<file path="config.mk">
export PLATFORM = sky130hd
export DESIGN_NAME = sccb_slave
export DESIGN_NICKNAME = d
export VERILOG_FILES = /design/src/rtl/sccb_slave.sv
export SDC_FILE = /design/constraint.sdc
export NUM_CORES = 1
export LEC_CHECK = 0
export CAP_MARGIN = 10
export CORE_ASPECT_RATIO = 0.6
export CORE_MARGIN = 4
export CORE_UTILIZATION = 55
export CTS_CLUSTER_SIZE = 8
export DETAILED_ROUTE_END_ITERATION = 16
export GPL_TIMING_DRIVEN = 0
export HOLD_SLACK_MARGIN = 0.06
export PLACE_DENSITY = 0.79
export SLEW_MARGIN = 15
export SYNTH_ARGS = -nofsm -noshare
export SYNTH_HDL_FRONTEND = slang
export SYNTH_SLANG_ARGS = --single-unit
</file>
<file path="constraint.sdc">
create_clock -name clk_i -period 5.81 [get_ports clk_i]
set_clock_uncertainty 0.2 [all_clocks]
set_input_delay 1.162 -clock clk_i [delete_from_list [all_inputs] [get_ports clk_i]]
set_output_delay 1.162 -clock clk_i [all_outputs]
set_load 0.02 [all_outputs]
</file>
<file path="src/rtl/sccb_slave.sv">
// SCCB (3-wire, OmniVision-style) register-access slave running on the system clock.
// Write: ID, sub-address, data bytes (all to the same address); read: ID, then data from reg_rdata_i.
module sccb_slave #(
   parameter logic [7:0] DEV_ID = 8'h42
) (
   input  logic       clk_i,
   input  logic       rst_i,
   input  logic       sioc_i,
   input  logic       siod_i,
   output logic       siod_oe_o,
   output logic [7:0] reg_addr_o,
   output logic [7:0] reg_wdata_o,
   output logic       reg_we_o,
   input  logic [7:0] reg_rdata_i,
   output logic       busy_o
);

   typedef enum logic [3:0] {
      IDLE, ID, ID_ACK, SUB, SUB_ACK, WDATA, WDATA_ACK, RDATA, RDATA_NA, IGNORE
   } state_e;

   state_e     state_q, state_d;
   logic [1:0] sioc_sync_q, siod_sync_q;
   logic       sioc_e_q, siod_e_q, sioc_p_q, siod_p_q;
   logic [7:0] shift_q, shift_d;
   logic [2:0] cnt_q, cnt_d;
   logic       ack_q, ack_d;
   logic       rw_q, rw_d;
   logic       oe_q, oe_d;
   logic [7:0] addr_q, addr_d;
   logic [7:0] wdata_q, wdata_d;
   logic       we_q, we_d;
   logic       busy_q, busy_d;
   logic [7:0] rd_q, rd_d;

   logic       sioc_rise_c, sioc_fall_c, start_c, stop_c, last_bit_c, id_match_c;
   logic [7:0] byte_c;

   // Two-flop synchronizers followed by an edge register; all preset to the idle-high bus
   always_ff @(posedge clk_i or posedge rst_i) begin
      if (rst_i) begin
         sioc_sync_q <= 2'b11;
         siod_sync_q <= 2'b11;
         sioc_e_q    <= 1'b1;
         siod_e_q    <= 1'b1;
         sioc_p_q    <= 1'b1;
         siod_p_q    <= 1'b1;
      end else begin
         sioc_sync_q <= {sioc_sync_q[0], sioc_i};
         siod_sync_q <= {siod_sync_q[0], siod_i};
         sioc_e_q    <= sioc_sync_q[1];
         siod_e_q    <= siod_sync_q[1];
         sioc_p_q    <= sioc_e_q;
         siod_p_q    <= siod_e_q;
      end
   end

   assign sioc_rise_c = sioc_e_q & ~sioc_p_q;
   assign sioc_fall_c = ~sioc_e_q & sioc_p_q;
   assign start_c     = siod_p_q & ~siod_e_q & sioc_e_q & sioc_p_q;
   assign stop_c      = ~siod_p_q & siod_e_q & sioc_e_q & sioc_p_q;
   assign byte_c      = {shift_q[6:0], siod_e_q};
   assign last_bit_c  = sioc_rise_c && (cnt_q == 3'd7);
   assign id_match_c  = (byte_c[7:1] == DEV_ID[7:1]);

   always_ff @(posedge clk_i or posedge rst_i) begin
      if (rst_i) state_q <= IDLE;
      else       state_q <= state_d;
   end

   // Next-state logic; STOP and START override every state
   always_comb begin
      state_d = state_q;
      if (stop_c) begin
         state_d = IDLE;
      end else if (start_c) begin
         state_d = ID;
      end else begin
         unique case (state_q)
            ID:        if (last_bit_c) state_d = id_match_c ? ID_ACK : IGNORE;
            ID_ACK:    if (sioc_fall_c && ack_q) state_d = rw_q ? RDATA : SUB;
            SUB:       if (last_bit_c) state_d = SUB_ACK;
            SUB_ACK:   if (sioc_fall_c && ack_q) state_d = WDATA;
            WDATA:     if (last_bit_c) state_d = WDATA_ACK;
            WDATA_ACK: if (sioc_fall_c && ack_q) state_d = WDATA;
            RDATA:     if (last_bit_c) state_d = RDATA_NA;
            default:   state_d = state_q;
         endcase
      end
   end

   // Datapath/output next values; ACK slots pull low on the fall after bit 8, release after bit 9
   always_comb begin
      shift_d = shift_q;
      cnt_d   = cnt_q;
      ack_d   = ack_q;
      rw_d    = rw_q;
      oe_d    = oe_q;
      addr_d  = addr_q;
      wdata_d = wdata_q;
      we_d    = 1'b0;
      busy_d  = busy_q;
      rd_d    = rd_q;
      if (stop_c || start_c) begin
         oe_d  = 1'b0;
         cnt_d = 3'd0;
         ack_d = 1'b0;
         if (stop_c) busy_d = 1'b0;
      end else begin
         unique case (state_q)
            ID, SUB, WDATA: begin
               if (sioc_rise_c) begin
                  shift_d = byte_c;
                  cnt_d   = 3'(cnt_q + 3'd1);
               end
               if (last_bit_c && state_q == ID) begin
                  rw_d   = siod_e_q;
                  busy_d = id_match_c;
               end
               if (last_bit_c && state_q == WDATA) begin
                  wdata_d = byte_c;
                  we_d    = 1'b1;
               end
            end
            ID_ACK, SUB_ACK, WDATA_ACK: begin
               if (sioc_rise_c) ack_d = 1'b1;
               if (sioc_fall_c) begin
                  if (!ack_q) begin
                     oe_d = 1'b1;
                  end else begin
                     oe_d  = 1'b0;
                     ack_d = 1'b0;
                     cnt_d = 3'd0;
                     if (state_q == SUB_ACK) addr_d = shift_q;
                     if (state_q == ID_ACK && rw_q) begin
                        rd_d = reg_rdata_i;
                        oe_d = ~reg_rdata_i[7];
                     end
                  end
               end
            end
            RDATA: begin
               if (sioc_rise_c) cnt_d = 3'(cnt_q + 3'd1);
               if (sioc_fall_c) begin
                  rd_d = {rd_q[6:0], 1'b0};
                  oe_d = ~rd_q[6];
               end
            end
            RDATA_NA: if (sioc_fall_c) oe_d = 1'b0;
            default:  oe_d = 1'b0;
         endcase
      end
   end

   always_ff @(posedge clk_i or posedge rst_i) begin
      if (rst_i) begin
         shift_q <= 8'h00;
         cnt_q   <= 3'd0;
         ack_q   <= 1'b0;
         rw_q    <= 1'b0;
         oe_q    <= 1'b0;
         addr_q  <= 8'h00;
         wdata_q <= 8'h00;
         we_q    <= 1'b0;
         busy_q  <= 1'b0;
         rd_q    <= 8'h00;
      end else begin
         shift_q <= shift_d;
         cnt_q   <= cnt_d;
         ack_q   <= ack_d;
         rw_q    <= rw_d;
         oe_q    <= oe_d;
         addr_q  <= addr_d;
         wdata_q <= wdata_d;
         we_q    <= we_d;
         busy_q  <= busy_d;
         rd_q    <= rd_d;
      end
   end

   assign siod_oe_o   = oe_q;
   assign reg_addr_o  = addr_q;
   assign reg_wdata_o = wdata_q;
   assign reg_we_o    = we_q;
   assign busy_o      = busy_q;

endmodule

</file>
# Word level (Yosys, flattened, before mapping)
# Cells that the tools add are included.
# word_totals
output_inout_bits	19
word_cells	125
regBits	51
input_bits	12
# classes
bitwise	15
n_reduce_logical	25
n_mux	40
n_addsub	1
n_eq_ne	27
# op_table
operator	n
4-bit 2-to-1 mux	9
7-bit 2-to-1 mux	4
4-bit case mux with 6 select lines	1
4-bit != test, second input constant	5
1-bit 2-to-1 mux	18
4-bit by 3-bit == test with 1-bit output, second input constant	4
3-bit 2-to-1 mux	5
7-bit case mux with 2 select lines	1
2-bit != test, second input constant	6
3-bit != test, second input constant	4
3-bit AND reduction	4
1-bit bitwise AND	8
4-bit by 2-bit == test with 1-bit output, second input constant	2
4-bit AND reduction	2
2-bit nonzero test	4
8-bit nonzero test	1
7-bit by 6-bit == test with 1-bit output, second input constant	1
1-bit NOT	7
7-bit AND reduction	1
3-bit case mux with 2 select lines	1
6-bit AND reduction	1
3-bit OR reduction	2
1-bit logical AND	5
5-bit AND reduction	1
11 further kinds	11

# Depth between registers and ports, before layout
# depth
ltp_word	7
depth_mapped	6
depth_no_buf	5

# Least setup slack after synthesis
# Ideal clock, no wire load.
# synth_timing
path_kind	in2reg
startpoint	in reg_rdata_i[7]
endpoint	reg oe_q, in the netlist siod_oe_o
setup_ns	0.065
path_buffers	0
cell_stages	4
required_time_ns	5.545
t_arrival_ns	2.132
slack_ns	3.413
path_cell_list	or4b_2 > a21oi_1 > o22a_1 > o21a_1
# synth_between
elab_chain_len	6
# synth_rtl
item	line_no	text
from (decl)	14	input logic [7:0] reg_rdata_i,
1-bit NOT	137	oe_d = ~reg_rdata_i[7];
1-bit 2-to-1 mux	135	if (state_q == ID_ACK && rw_q) begin
1-bit 2-to-1 mux	128	if (!ack_q) begin
1-bit 2-to-1 mux	127	if (sioc_fall_c) begin
1-bit case mux with 4 select lines	110	unique case (state_q)
1-bit 2-to-1 mux	104	if (stop_c || start_c) begin
to (signal assigned)	161	oe_q <= 1'b0;
to (signal assigned)	172	oe_q <= oe_d;
to (decl)	29	logic oe_q, oe_d;
# No other way between the ends. The select of a mux whose other input is x is not followed.
# A chain may end at the register's enable or synchronous reset.

# Worst setup path after layout
# layout_timing
startpoint	reg busy_q, in the netlist busy_o
endpoint	out busy_o
# layout_rtl
item	line_no	text
from (decl)	33	logic busy_q, busy_d;
from (signal assigned)	176	busy_q <= busy_d;
to (decl)	15	output logic busy_o
# No word-level cell between the ends.

==> metrics.txt <==
site row count 18; Reg2Reg Setup Slack 3.51 ns; measured slew at the worst slew-check pin 0.520 ns; critical path capture point type output pin; Fmax achieved 376 MHz; DRC errors left 0; die area 5380 um2; Top Ports 31; register bit total from synthesis 51; Tmin final 2.66 ns; number of global-route vias before repair 1613; final hold slack 0.161 ns; Final Max Slew Viols 0; antenna violation net count after detailed routing 0; postcts setup bufs 0; # fillers 284; Seq/Total Area, Yosys 55.2%; Reg clk slew, reported paths 0.09 ns; Power Dens Cells 293 nW/um2; Antenna diodes 0; via count 1600; Clock Path Buffers 2; Crit path buffers/inverters 1; layout cells sized above 1 29.0%; post-CTS sizing 0; DR pass1 iterations 6; Final GP Congestion 0.881; chip width 92.0 um; unrepaired setup endpoints after global routing false; P&R area growth vs syn 23.0%; Synth cell types 44; Syn Inst Count 185; Max Cap Violations 0; # nets final 237; max incr delay on CP 0.61 ns; post-route clock period utilization 45.7%; Slew HR 65.4%; Critical Path Start Type flip-flop; Root Driver clkbuf_8; first-pass GRT wire length 8050 um; slowest stage cell, crit path clkdlybuf4s50_1; outcome complete, no violations; dpl hpwl 3400 um; Avg Synthesized Cell Area 12.6 um2; cell family with most CP delay buffers and inverters; Leakage 1.31 nW; CTS Buf Count 5; routed len/inst 16.5 um; Ys Warns 0; CP Class flip-flop to output pin; Main synth FF type dfrtp_1; hold_buf cts 0; min-delay worst type flip-flop to flip-flop; Core Area 4100 um2; clk_lat worst skew 0.31 ns; Power, Total 0.838 mW; Global Route Usage Sum 19.4%; CP Data Arrival Time 1.29 ns; async set-reset flop share out of synthesis 100%; crit-path max FO 2; Detailed Route Iter0 Violations 132; Worst VDD drop 0.000203 V; Post-Syn Area 2330 um2; CTS tree yes; largest net degree at the start of global routing 36; Fin. Hold Viols 0; antenna violations before repair 0; Initial Utilization 56.8%; DR vias/cell 5.63; GRT overflow 0; critical path required time 4.45 ns; die height 58.4 um; post-synthesis net count 199; crit path cell chain clkdlybuf4s50_1; IO Port Bufs 30; clock sinks 51; Final TNS setup 0 ns; H-tree depth 2; number of synthesized flops with an enable pin 0; Setup Viol. Count Final 0; DRT Wirelength 4700 um
kinds of logic after synthesis:
logic type / share of synthesized area (%)
AO/OA/AOI/OAI: 10.0
XOR/XNOR: 0.376
adder cells (fa/ha/maj): 1.07
buffers and inverters: 2.63
flip-flops: 55.2
multiplexers: 18.8
AND/OR/NAND/NOR: 11.9
layer usage:
metal | up-vias | track usage, % | wire (um)
met3 | 6 | 4.47 | 289
met2 | 60 | 28.4 | 2070
li1 | 745 | - | -
met5 | - | 0 | 0
met4 | 0 | 6.55 | 68
met1 | 789 | 28.9 | 2270
registers in the layout, summed over array words and instances (netlist names):
register	flops
siod_sync_q	2
cnt_q	3
siod_p_q	1
sioc_sync_q	2
reg_addr_o	8
siod_e_q	1
reg_wdata_o	8
ack_q	1
rd_q	7
busy_o	1
shift_q	8
sioc_p_q	1
siod_oe_o	1
reg_we_o	1
sioc_e_q	1
state_q	4
rw_q	1
placed cells by master, fill, tap and decap left out, types with 4 or more instances in the layout:
cell type	count
inv_1	4
nand3_1	8
nor2_1	5
nor2b_1	4
dfstp_2	8
buf_2	4
o21ai_0	8
clkbuf_8	5
mux2_4	6
mux2_2	30
clkdlybuf4s50_1	30
dfrtp_1	43
nand2_1	8
a21oi_1	7
metrics by stage:
step | utilization [%] | setup WS (ns) | instance area, um2 | cells
2_1_floorplan | - | 3.23 | 2330 | 185
3_3_place_gp | 66.0 | 2.41 | 2710 | 275
3_5_place_dp | 66.5 | 2.96 | 2730 | 276
4_1_cts | 69.9 | 3.15 | 2870 | 284
5_1_grt | 69.9 | 3.09 | 2870 | 284
6_report | 69.9 | 3.15 | 2870 | 284
synth_stat cells, types with 2 or more instances:
cell type,number,area (um2)
o21a_1,2,15.0
nor3_1,2,10.0
nand4_1,3,18.8
nand2_1,8,30.0
dfrtp_1,43,1080
a32oi_1,2,17.5
clkbuf_1,3,11.3
nor2b_1,4,25.0
nand4b_1,2,17.5
ha_1,2,25.0
o211ai_1,2,15.0
a31oi_1,2,12.5
o22a_1,2,17.5
buf_2,4,20.0
inv_1,5,18.8
nand2b_1,3,18.8
a21oi_1,7,35.0
o21ai_0,8,40.0
nand3_1,8,40.0
nor2_1,5,18.8
dfstp_2,8,210
nor3b_1,3,22.5
mux2_2,30,338
mux2_4,6,90.1
o31a_1,2,17.5
power by group:
group / internal, mW / leakage, nW / switching (mW) / total, mW
Clock: 0.175 / 0.0703 / 0.122 / 0.297
Combinational: 0.0541 / 0.584 / 0.0483 / 0.102
Sequential: 0.397 / 0.657 / 0.0423 / 0.439
Total: 0.626 / 1.31 / 0.212 / 0.838
area by class of cell:
type	instances	area (um2)	area share, %
buffer	8	42.5	1.48
clock buffer	5	68.8	2.40
clock inverter	3	71.3	2.49
inverter	5	18.8	0.655
multi-input combinational	121	982	34.3
sequential	51	1290	44.9
tap	60	75.1	2.62
timing repair buffer	31	320	11.2
final timing paths:
path	start	end	depth (start not counted)
hold / removal	sioc_sync_q[0]$_DFF_PP1_	sioc_sync_q[1]$_DFF_PP1_	0
max in group asynchronous	rst_i	siod_p_q$_DFF_PP1_	3
min in group asynchronous	rst_i	rd_q[0]$_DFFE_PP0P_	2
setup / recovery	busy_o$_DFFE_PP0P_	busy_o	1
hold reg to reg	sioc_sync_q[0]$_DFF_PP1_	sioc_sync_q[1]$_DFF_PP1_	0
setup reg to reg	sioc_e_q$_DFF_PP1_	reg_wdata_o[3]$_DFFE_PP0P_	4
No activity file was read; power rests on OpenSTA's default activity.
